**config.mk**
```make
export PLATFORM = sky130hd
export DESIGN_NAME = oled_update_scheduler
export DESIGN_NICKNAME = d
export VERILOG_FILES = /design/src/rtl/oled_update_scheduler.sv
export SDC_FILE = /design/constraint.sdc
export NUM_CORES = 1
export LEC_CHECK = 0
export ABC_AREA = 1
export BUFFER_PORTS_ARGS = -buffer_cell sky130_fd_sc_hd__buf_2
export CORE_UTILIZATION = 45
export CTS_BUF_LIST = sky130_fd_sc_hd__clkbuf_4
export DETAILED_ROUTE_END_ITERATION = 10
export SYNTH_ARGS = -nofsm -noshare
export SYNTH_HDL_FRONTEND = slang
export SYNTH_SLANG_ARGS = --single-unit
```
**constraint.sdc**
```tcl
create_clock -name CLK -period 4.7 [get_ports CLK]
set_input_delay 0.705 -clock CLK [delete_from_list [all_inputs] [get_ports CLK]]
set_output_delay 0.705 -clock CLK [all_outputs]
set_load 0.02 [all_outputs]
```
**src/rtl/oled_update_scheduler.sv**
```systemverilog
// Queues I2C-received bytes and issues them one at a time to the OLED controller
// over its EN/FIN handshake, enforcing an inter-update gap and a completion timeout.
module oled_update_scheduler #(
    parameter int FIFO_AW = 3,
    parameter int MIN_GAP = 1000,
    parameter int TIMEOUT = 10_000_000
) (
    input  logic               CLK,
    input  logic               RST,
    input  logic               rx_valid,
    input  logic [7:0]         rx_data,
    output logic               oled_en,
    output logic [7:0]         oled_data,
    input  logic               oled_fin,
    input  logic               clr_err,
    output logic               busy,
    output logic [FIFO_AW:0]   fifo_count,
    output logic               overflow,
    output logic               timeout
);

    // state    | meaning
    // S_IDLE   | oled_en low; pops head when FIFO not empty
    // S_WAIT   | oled_en high, byte held; waiting for FIN or timeout
    // S_GAP    | oled_en low; enforcing MIN_GAP and waiting for FIN release
    localparam logic [1:0] S_IDLE = 2'd0;
    localparam logic [1:0] S_WAIT = 2'd1;
    localparam logic [1:0] S_GAP  = 2'd2;

    localparam int                 DEPTH_I  = 1 << FIFO_AW;
    localparam int                 GW       = (MIN_GAP > 1) ? $clog2(MIN_GAP) : 1;
    localparam logic [FIFO_AW:0]   DEPTH    = (FIFO_AW+1)'(DEPTH_I);
    localparam logic [FIFO_AW:0]   CNT_ONE  = (FIFO_AW+1)'(1);
    localparam logic [FIFO_AW-1:0] PTR_ONE  = FIFO_AW'(1);
    localparam logic [GW-1:0]      GAP_LAST = GW'(MIN_GAP - 1);
    localparam logic [23:0]        TO_LAST  = 24'(TIMEOUT - 1);

    logic [7:0]         r_mem [DEPTH_I];
    logic [FIFO_AW-1:0] r_wptr;
    logic [FIFO_AW-1:0] r_rptr;
    logic [FIFO_AW:0]   r_count;
    logic [1:0]         r_state;
    logic [23:0]        r_timer;
    logic [GW-1:0]      r_gap;
    logic               r_en;
    logic [7:0]         r_data;
    logic               r_busy;
    logic               r_ovf;
    logic               r_to;

    logic w_full;
    logic w_pop;
    logic w_push;
    logic w_drop;
    logic w_to_hit;

    assign w_full   = (r_count == DEPTH);
    assign w_pop    = (r_state == S_IDLE) && (r_count != '0);
    // A full FIFO still accepts a byte when a slot frees up in the same cycle.
    assign w_push   = rx_valid && (!w_full || w_pop);
    assign w_drop   = rx_valid && w_full && !w_pop;
    assign w_to_hit = (r_state == S_WAIT) && !oled_fin && (r_timer == TO_LAST);

    always_ff @(posedge CLK) begin
        if (w_push) begin
            r_mem[r_wptr] <= rx_data;
        end
    end

    always_ff @(posedge CLK) begin
        if (RST) begin
            r_wptr  <= '0;
            r_rptr  <= '0;
            r_count <= '0;
            r_ovf   <= 1'b0;
        end else begin
            if (w_push) begin
                r_wptr <= r_wptr + PTR_ONE;
            end
            if (w_pop) begin
                r_rptr <= r_rptr + PTR_ONE;
            end
            case ({w_push, w_pop})
                2'b10:   r_count <= r_count + CNT_ONE;
                2'b01:   r_count <= r_count - CNT_ONE;
                default: r_count <= r_count;
            endcase
            if (w_drop) begin
                r_ovf <= 1'b1;
            end else if (clr_err) begin
                r_ovf <= 1'b0;
            end
        end
    end

    always_ff @(posedge CLK) begin
        if (RST) begin
            r_state <= S_IDLE;
            r_timer <= '0;
            r_gap   <= '0;
            r_en    <= 1'b0;
            r_data  <= '0;
            r_busy  <= 1'b0;
            r_to    <= 1'b0;
        end else begin
            case (r_state)
                S_IDLE: begin
                    if (w_pop) begin
                        r_data  <= r_mem[r_rptr];
                        r_en    <= 1'b1;
                        r_timer <= '0;
                        r_state <= S_WAIT;
                        r_busy  <= 1'b1;
                    end
                end
                S_WAIT: begin
                    if (oled_fin || w_to_hit) begin
                        r_en    <= 1'b0;
                        r_gap   <= '0;
                        r_state <= S_GAP;
                    end else begin
                        r_timer <= r_timer + 24'd1;
                    end
                end
                S_GAP: begin
                    if ((r_gap == GAP_LAST) && !oled_fin) begin
                        r_state <= S_IDLE;
                        r_busy  <= 1'b0;
                    end else if (r_gap != GAP_LAST) begin
                        r_gap <= r_gap + GW'(1);
                    end
                end
                default: begin
                    r_state <= S_IDLE;
                    r_en    <= 1'b0;
                    r_busy  <= 1'b0;
                end
            endcase
            // A timeout in the same cycle as a clear must stay visible.
            if (w_to_hit) begin
                r_to <= 1'b1;
            end else if (clr_err) begin
                r_to <= 1'b0;
            end
        end
    end

    assign oled_en    = r_en;
    assign oled_data  = r_data;
    assign busy       = r_busy;
    assign fifo_count = r_count;
    assign overflow   = r_ovf;
    assign timeout    = r_to;

endmodule
```
==> metrics.csv, run 1 <==
stage,metric,value,unit
grt,gr-total-overflow,0,
logic_synthesis,synth_cell_types,33,
grt,grtUsageTotal,0.209,
detailed_routing,dr.pass1.iters,6,
timing,skew,0.0239,ns
power_and_ir_drop,internal_power,1.72,mW
cts,cts_hold_buf,0,
grt,grt_pass1_vias,4338,
floorplanning,core_area,0.0126,mm²
detailed_routing,antenna_left,0,
cts,cts_buffers,17,
logic_synthesis,ys_seq_area_frac,0.530,
finish,n_antenna_cell,0,
power_and_ir_drop,switching_share,0.391,
logic_synthesis,ys_ff_latch,122,
setup_path,r2r_cells,12,
cts,cts_root_buf,clkbuf_4,
cts,cts_tree,done,
timing,rsz0062_at_grt,false,
logic_synthesis,syn_area,0.00582,mm²
setup_path,required,5.07,ns
cts,cts_setup_buffers,0,
timing,tightest_slew,1.00,ns
timing,tns,0,ns
finish,nFillCells,1258,
timing,worst_slack,2.41,ns
power_and_ir_drop,peakVddDrop,0.000185,V
logic_synthesis,syn_avg_cell_area,8.42,µm²
detailed_routing,viasPerCell,5.12,
timing,finalSetupViolCount,0,
floorplanning,die_area,0.0134,mm²
power_and_ir_drop,p_leak,2.25,nW
setup_path,criticalPathCategory,reg2reg,
logic_synthesis,syn_inst,691,
floorplanning,die_h,116,µm
setup_path,path_max_fanout,21,
finish,layout_common_cells,"171 x nand2_1, 110 x nor2_1, 64 x edfxtp_1",
cts,clock_sinks,122,
grt,grt_max_degree,35,
finish,nets,732,
finish,final_common_cell,nand2_1,
finish,area_growth,8.61,%
power_and_ir_drop,p_total,2.83,mW
power_and_ir_drop,comb_power_share,0.304,
place,routabilityCongestion,0.870,
cts,clockBufferDepth,2,
flow_run,cap_violations,0,
floorplanning,fp.dieW,116,µm
finish,layout-drive-gt1-share,0.106,
cts,cts_resized,0,
detailed_routing,wl_per_cell,14.5,µm
logic_synthesis,synthArstFlopShare,0,
power_and_ir_drop,power.sequential.fraction,0.452,
place,portBuffers,28,
cts,clkLatencyLatePin,0.51,ns
detailed_routing,drc,0,
setup_path,start_kind,flip-flop,
logic_synthesis,synth-edff-count,64,
place,dpl.hpwl,9000,µm
detailed_routing,drt_iter0_markers,343,
grt,antenna_found_initial,0,
power_and_ir_drop,switching_power,1.11,mW
grt,grt_first_pass_wirelength,21200,µm
setup_path,cp.arrival,2.67,ns
logic_synthesis,syn_nets,709,
worst_hold_path,holdPathStages,2,
place,pre_cts_ws,2.15,ns
timing,finalHoldViolCount,0,
cts,clkTransAtPathRegs,0.11,ns
logic_synthesis,ys.flop_type,edfxtp_1,
floorplanning,start_util,0.461,
worst_hold_path,hp-class,reg2reg,
timing,slew_headroom,0.331,
run_status,status,finished clean,
timing,min_period_over_period,0.488,
floorplanning,ios,29,
setup_path,cp-end-kind,flip-flop,
floorplanning,rows,41,
cts,cts.htree.levels,4,
power_and_ir_drop,power_density,448,mW/mm²
timing,max_clock_freq,436,MHz
timing,period_needed,2.29,ns
detailed_routing,wl,13000,µm
timing,final_max_slew_viol_count,0,
power_and_ir_drop,clockPowerShare,0.244,
logic_synthesis,synth_warnings,0,
detailed_routing,num_vias,4605,
[stage by stage]
step	instance area (µm²)	cells	util	hold WS, ns
floorplan	5820	691	-	0.454
global placement	6050	867	0.480	0.435
detailed placement	6050	867	0.480	0.435
CTS	6320	899	0.500	0.445
global route	6320	899	0.500	0.427
finish	6320	899	0.500	0.453
[worst max-delay path, cell delays in order, from the launching register on]
cell,delay [ns]
dfxtp_1,0.31
inv_1,0.09
nand2_1,0.45
nor2_1,0.24
nand2_1,0.10
nor2_4,0.09
nand2_2,0.08
nand2_1,0.07
nand2_1,0.28
nand2_2,0.27
nand2_1,0.09
nand2_1,0.06
nor2_1,0.04
[kinds of logic (layout without fill, tap and decap cells)]
group | Yosys count | in the layout | share of synthesized area
adder cells (fa/ha/maj) | 5 | 5 | 0.0108
buffers and inverters | 84 | 120 | 0.0598
multiplexers | 16 | 16 | 0.0275
flip-flops | 122 | 122 | 0.530
AND/OR/NAND/NOR | 359 | 359 | 0.260
XOR/XNOR | 10 | 10 | 0.0151
AO/OA/AOI/OAI | 95 | 95 | 0.0964
[layer usage]
metal	global-route usage	vias to the layer above	part of all wire
li1	-	2366	-
met1	0.246	2127	0.43
met2	0.386	98	0.52
met3	0.0465	14	0.036
met4	0.0487	0	0.011
met5	0	-	0
[final timing paths]
| check | startpoint | to | slack, ns |
|---|---|---|---|
| setup / recovery | r_state[1] | r_gap[1] | 2.41 |
| hold / removal | oled_data[2] | oled_data[2] | 0.45 |
| setup reg to reg | r_state[1] | r_gap[1] | 2.41 |
| hold reg to reg | oled_data[2] | oled_data[2] | 0.45 |
[Yosys cell counts, types with 4 or more instances]
library cell / count / area share
nor2_1: 110 / 0.071
inv_1: 55 / 0.035
dfxtp_1: 58 / 0.20
a21oi_1: 40 / 0.034
o221ai_1: 16 / 0.024
ha_1: 5 / 0.011
o21ai_0: 30 / 0.026
nand4_1: 4 / 0.0043
clkbuf_1: 13 / 0.0084
nor3_1: 6 / 0.0052
xnor2_1: 4 / 0.0060
edfxtp_1: 64 / 0.33
nand3_1: 55 / 0.047
nand2_1: 171 / 0.11
mux2i_1: 16 / 0.028
xor2_1: 6 / 0.0090
buf_2: 8 / 0.0069
[power groups by stage]
stage	Clock [mW]	Combinational (mW)	Sequential, mW
floorplan	0	0.649	1.32
global placement	0	0.860	1.30
detailed placement	0	0.874	1.30
CTS	0.707	0.876	1.28
global route	0.762	0.971	1.29
finish	0.690	0.862	1.28
[state kept, by name (all words and copies together), names as in the netlist]
name        cells
r_wptr          3
r_timer        24
timeout         1
busy            1
oled_en         1
fifo_count      4
r_state         2
r_mem          64
r_rptr          3
overflow        1
oled_data       8
r_gap          10
[cell type report]
| type | instances | area [µm²] | area share |
|---|---|---|---|
| clock buffer | 19 | 143 | 0.0226 |
| clock inverter | 13 | 121 | 0.0192 |
| inverter | 59 | 221 | 0.0351 |
| multi-input combinational | 485 | 2380 | 0.378 |
| sequential | 122 | 3080 | 0.488 |
| tap | 172 | 215 | 0.0341 |
| timing repair buffer | 29 | 148 | 0.0234 |
Power figures use the tool's default switching activity.
==> inputs of run 2 (changes only) <==
--- a/config.mk
+++ b/config.mk
@@ -5,7 +5,7 @@
 export SDC_FILE = /design/constraint.sdc
 export NUM_CORES = 1
 export LEC_CHECK = 0
-export ABC_AREA = 1
+export ABC_AREA = 0
 export BUFFER_PORTS_ARGS = -buffer_cell sky130_fd_sc_hd__buf_2
 export CORE_UTILIZATION = 45
 export CTS_BUF_LIST = sky130_fd_sc_hd__clkbuf_4
==> constraint.sdc (replaced) <==
create_clock -name CLK -period 2.4 [get_ports CLK]
set_input_delay 0.36 -clock CLK [delete_from_list [all_inputs] [get_ports CLK]]
set_output_delay 0.36 -clock CLK [all_outputs]
set_load 0.02 [all_outputs]
==> run 2 against run 1 <==
Net effect: the flow now finishes with violations (DRC); synthesized cell count fell by 36%; synthesized area fell by 8.1%; critical path depth down 6; critical path type unchanged; critical endpoint is now r_gap[3].
==> metrics.csv, run 2 <==
stage,metric,value,unit
run_status,status,"complete, but fails checks",
run_status,violations,DRC,
place,dpl.hpwl,7350,µm
detailed_routing,top_layer,met4,
finish,utilization,0.519,
detailed_routing,met1_length,5040,µm
detailed_routing,wl_per_cell,17.3,µm
logic_synthesis,synth_cell_types,61,
setup_path,crit_buf_inv,1,
grt,grt_first_pass_wirelength,18400,µm
logic_synthesis,synth.area.top_cells,"edfxtp_1 36%, dfxtp_1 22%, mux4_2 6.7%, nand2_1 3.2%, nor2_1 2.6%",
logic_synthesis,synthArstFlopShare,0,
power_and_ir_drop,clockPowerShare,0.246,
detailed_routing,viasPerCell,5.59,
grt,gr-total-overflow,0,
floorplanning,core_area,0.0115,mm²
finish,final_common_cell,edfxtp_1,
logic_synthesis,syn_inst,444,
logic_synthesis,ys_ff_latch,122,
finish,top_register,r_mem,
worst_hold_path,holdPathStages,1,
power_and_ir_drop,power_density,908,mW/mm²
finish,area_growth,11.9,%
grt,grt_pass1_vias,3573,
cts,cts_hold_buf,0,
grt,grtUsageTotal,0.197,
finish,layout-drive-gt1-share,0.219,
cts,cts.htree.levels,4,
cts,clock_sinks,122,
logic_synthesis,synth_top_area_frac,0.360,
cts,cts_buffers,17,
setup_path,cp.arrival,2.62,ns
timing,max_clock_freq,467,MHz
power_and_ir_drop,power.sequential.fraction,0.452,
timing,slew_headroom,0.425,
power_and_ir_drop,switching_power,1.94,mW
cts,cts_resized,0,
timing,tns,0,ns
setup_path,r2r_cells,6,
power_and_ir_drop,peakVddDrop,0.000671,V
logic_synthesis,ys_seq_area_frac,0.577,
setup_path,crit_path_top_delay_cell,a211oi_2,
logic_synthesis,syn_area,0.00534,mm²
timing,finalHoldViolCount,0,
logic_synthesis,synth-edff-count,64,
place,portBuffers,28,
power_and_ir_drop,switching_share,0.356,
cts,cts_root_buf,clkbuf_4,
flow_run,cap_violations,0,
detailed_routing,num_vias,3626,
power_and_ir_drop,p_total,5.43,mW
setup_path,slowest_delay,0.70,ns
detailed_routing,wl,11200,µm
cts,cts_setup_buffers,0,
cts,clkTransAtPathRegs,0.11,ns
setup_path,critical_path_cell_count,6,
floorplanning,fp.dieW,111,µm
floorplanning,rows,39,
floorplanning,die_area,0.0123,mm²
cts,clkLatencyLatePin,0.55,ns
logic_synthesis,synth_warnings,0,
worst_hold_path,hp-class,in2reg,
detailed_routing,dr.pass1.iters,8,
logic_synthesis,syn_avg_cell_area,12.0,µm²
logic_synthesis,yosysTopAreaCell,edfxtp_1,
detailed_routing,dr_wl_met3,486,µm
floorplanning,die_h,111,µm
detailed_routing,antenna_left,0,
logic_synthesis,syn_nets,462,
finish,nets,511,
setup_path,start_kind,flip-flop,
power_and_ir_drop,p_leak,2.01,nW
place,routabilityCongestion,0.798,
setup_path,cp-end-kind,flip-flop,
detailed_routing,route.met2.wl,5560,µm
cts,cts_tree,done,
finish,largest_register_ffs,64,
timing,min_period_over_period,0.892,
power_and_ir_drop,comb_power_share,0.302,
grt,antenna_found_initial,0,
finish,n_antenna_cell,0,
detailed_routing,drt_iter0_markers,286,
timing,final_max_slew_viol_count,0,
logic_synthesis,netlist_top_cells_count,"64 x edfxtp_1, 58 x dfxtp_1, 45 x nand2_1",
floorplanning,ios,29,
logic_synthesis,ys.flop_type,edfxtp_1,
setup_path,crit_chain,ha_1 -> inv_1 -> o31a_1 -> a211oi_2 -> o21ai_0 -> a21boi_1,
logic_synthesis,synth_most_common_cell,edfxtp_1,
timing,skew,0.0155,ns
setup_path,criticalPathCategory,reg2reg,
setup_path,crit_family,compound AO/OA/AOI/OAI gates,
timing,finalSetupViolCount,0,
power_and_ir_drop,internal_power,3.50,mW
timing,period_needed,2.14,ns
finish,reg_top3,"r_mem: 64 flops, r_timer: 24 flops, r_gap: 10 flops",
finish,layout_common_cells,"64 x edfxtp_1, 58 x dfxtp_1, 45 x nand2_1",
floorplanning,start_util,0.464,
setup_path,path_max_fanout,17,
detailed_routing,drc,4,
grt,grt_max_degree,21,
cts,clockBufferDepth,2,
timing,rsz0062_at_grt,false,
setup_path,required,2.88,ns
timing,tightest_slew,0.861,ns
[run 2: area by class of cell]
| class | count | area [µm²] |
|---|---|---|
| repair buffers | 48 | 290 |
| clock buffers | 17 | 128 |
| clock inverters | 15 | 128 |
| flip-flops and latches | 122 | 3080 |
| inverters | 8 | 30.0 |
| well taps | 143 | 179 |
| fillers | 1011 | 5530 |
| multi-input cells | 296 | 2140 |
[run 2: power by group through the flow]
stage / Sequential [mW] / Clock [mW] / Combinational [mW]
after floorplan: 2.58 / 0 / 1.10
after global placement: 2.49 / 0 / 1.64
after detailed placement: 2.50 / 0 / 1.65
after CTS: 2.46 / 1.38 / 1.66
after global routing: 2.48 / 1.45 / 1.79
final: 2.45 / 1.34 / 1.64
[run 2: logic make-up (layout without fill, tap and decap cells)]
| logic type | after synthesis | count (layout) | synth area share |
|---|---|---|---|
| and+or+nand+nor | 152 | 152 | 0.149 |
| xor gates and xnor gates | 13 | 13 | 0.0213 |
| AOI/OAI and AO/OA | 98 | 98 | 0.129 |
| muxes | 28 | 28 | 0.0899 |
| buffers and inverters | 26 | 88 | 0.0222 |
| adders and majority gates | 5 | 5 | 0.0117 |
| DFF | 122 | 122 | 0.577 |
[run 2: metrics by stage]
step                cells  hold slack, ns  cell area (µm²)  setup WS [ns]
finish                649          0.0681             5980          0.259
floorplan             444           0.437             5340          0.252
global route          649          0.0335             5980         0.0966
CTS                   649          0.0270             5980          0.251
detailed placement    617           0.453             5730          0.277
global placement      617           0.446             5730          0.372
[run 2: metal layers]
metal,vias to the layer above,track usage
met2,58,0.326
li1,1799,-
met5,-,0
met1,1758,0.243
met3,11,0.0558
met4,0,0.0776
[run 2: worst paths after layout]
| kind | startpoint | to | slack, ns |
|---|---|---|---|
| min reg2reg | r_rptr[1] | r_rptr[1] | 0.47 |
| min | rx_data[5] | r_mem[1][5] | 0.07 |
| max reg2reg | r_gap[0] | r_gap[3] | 0.26 |
| max | r_gap[0] | r_gap[3] | 0.26 |
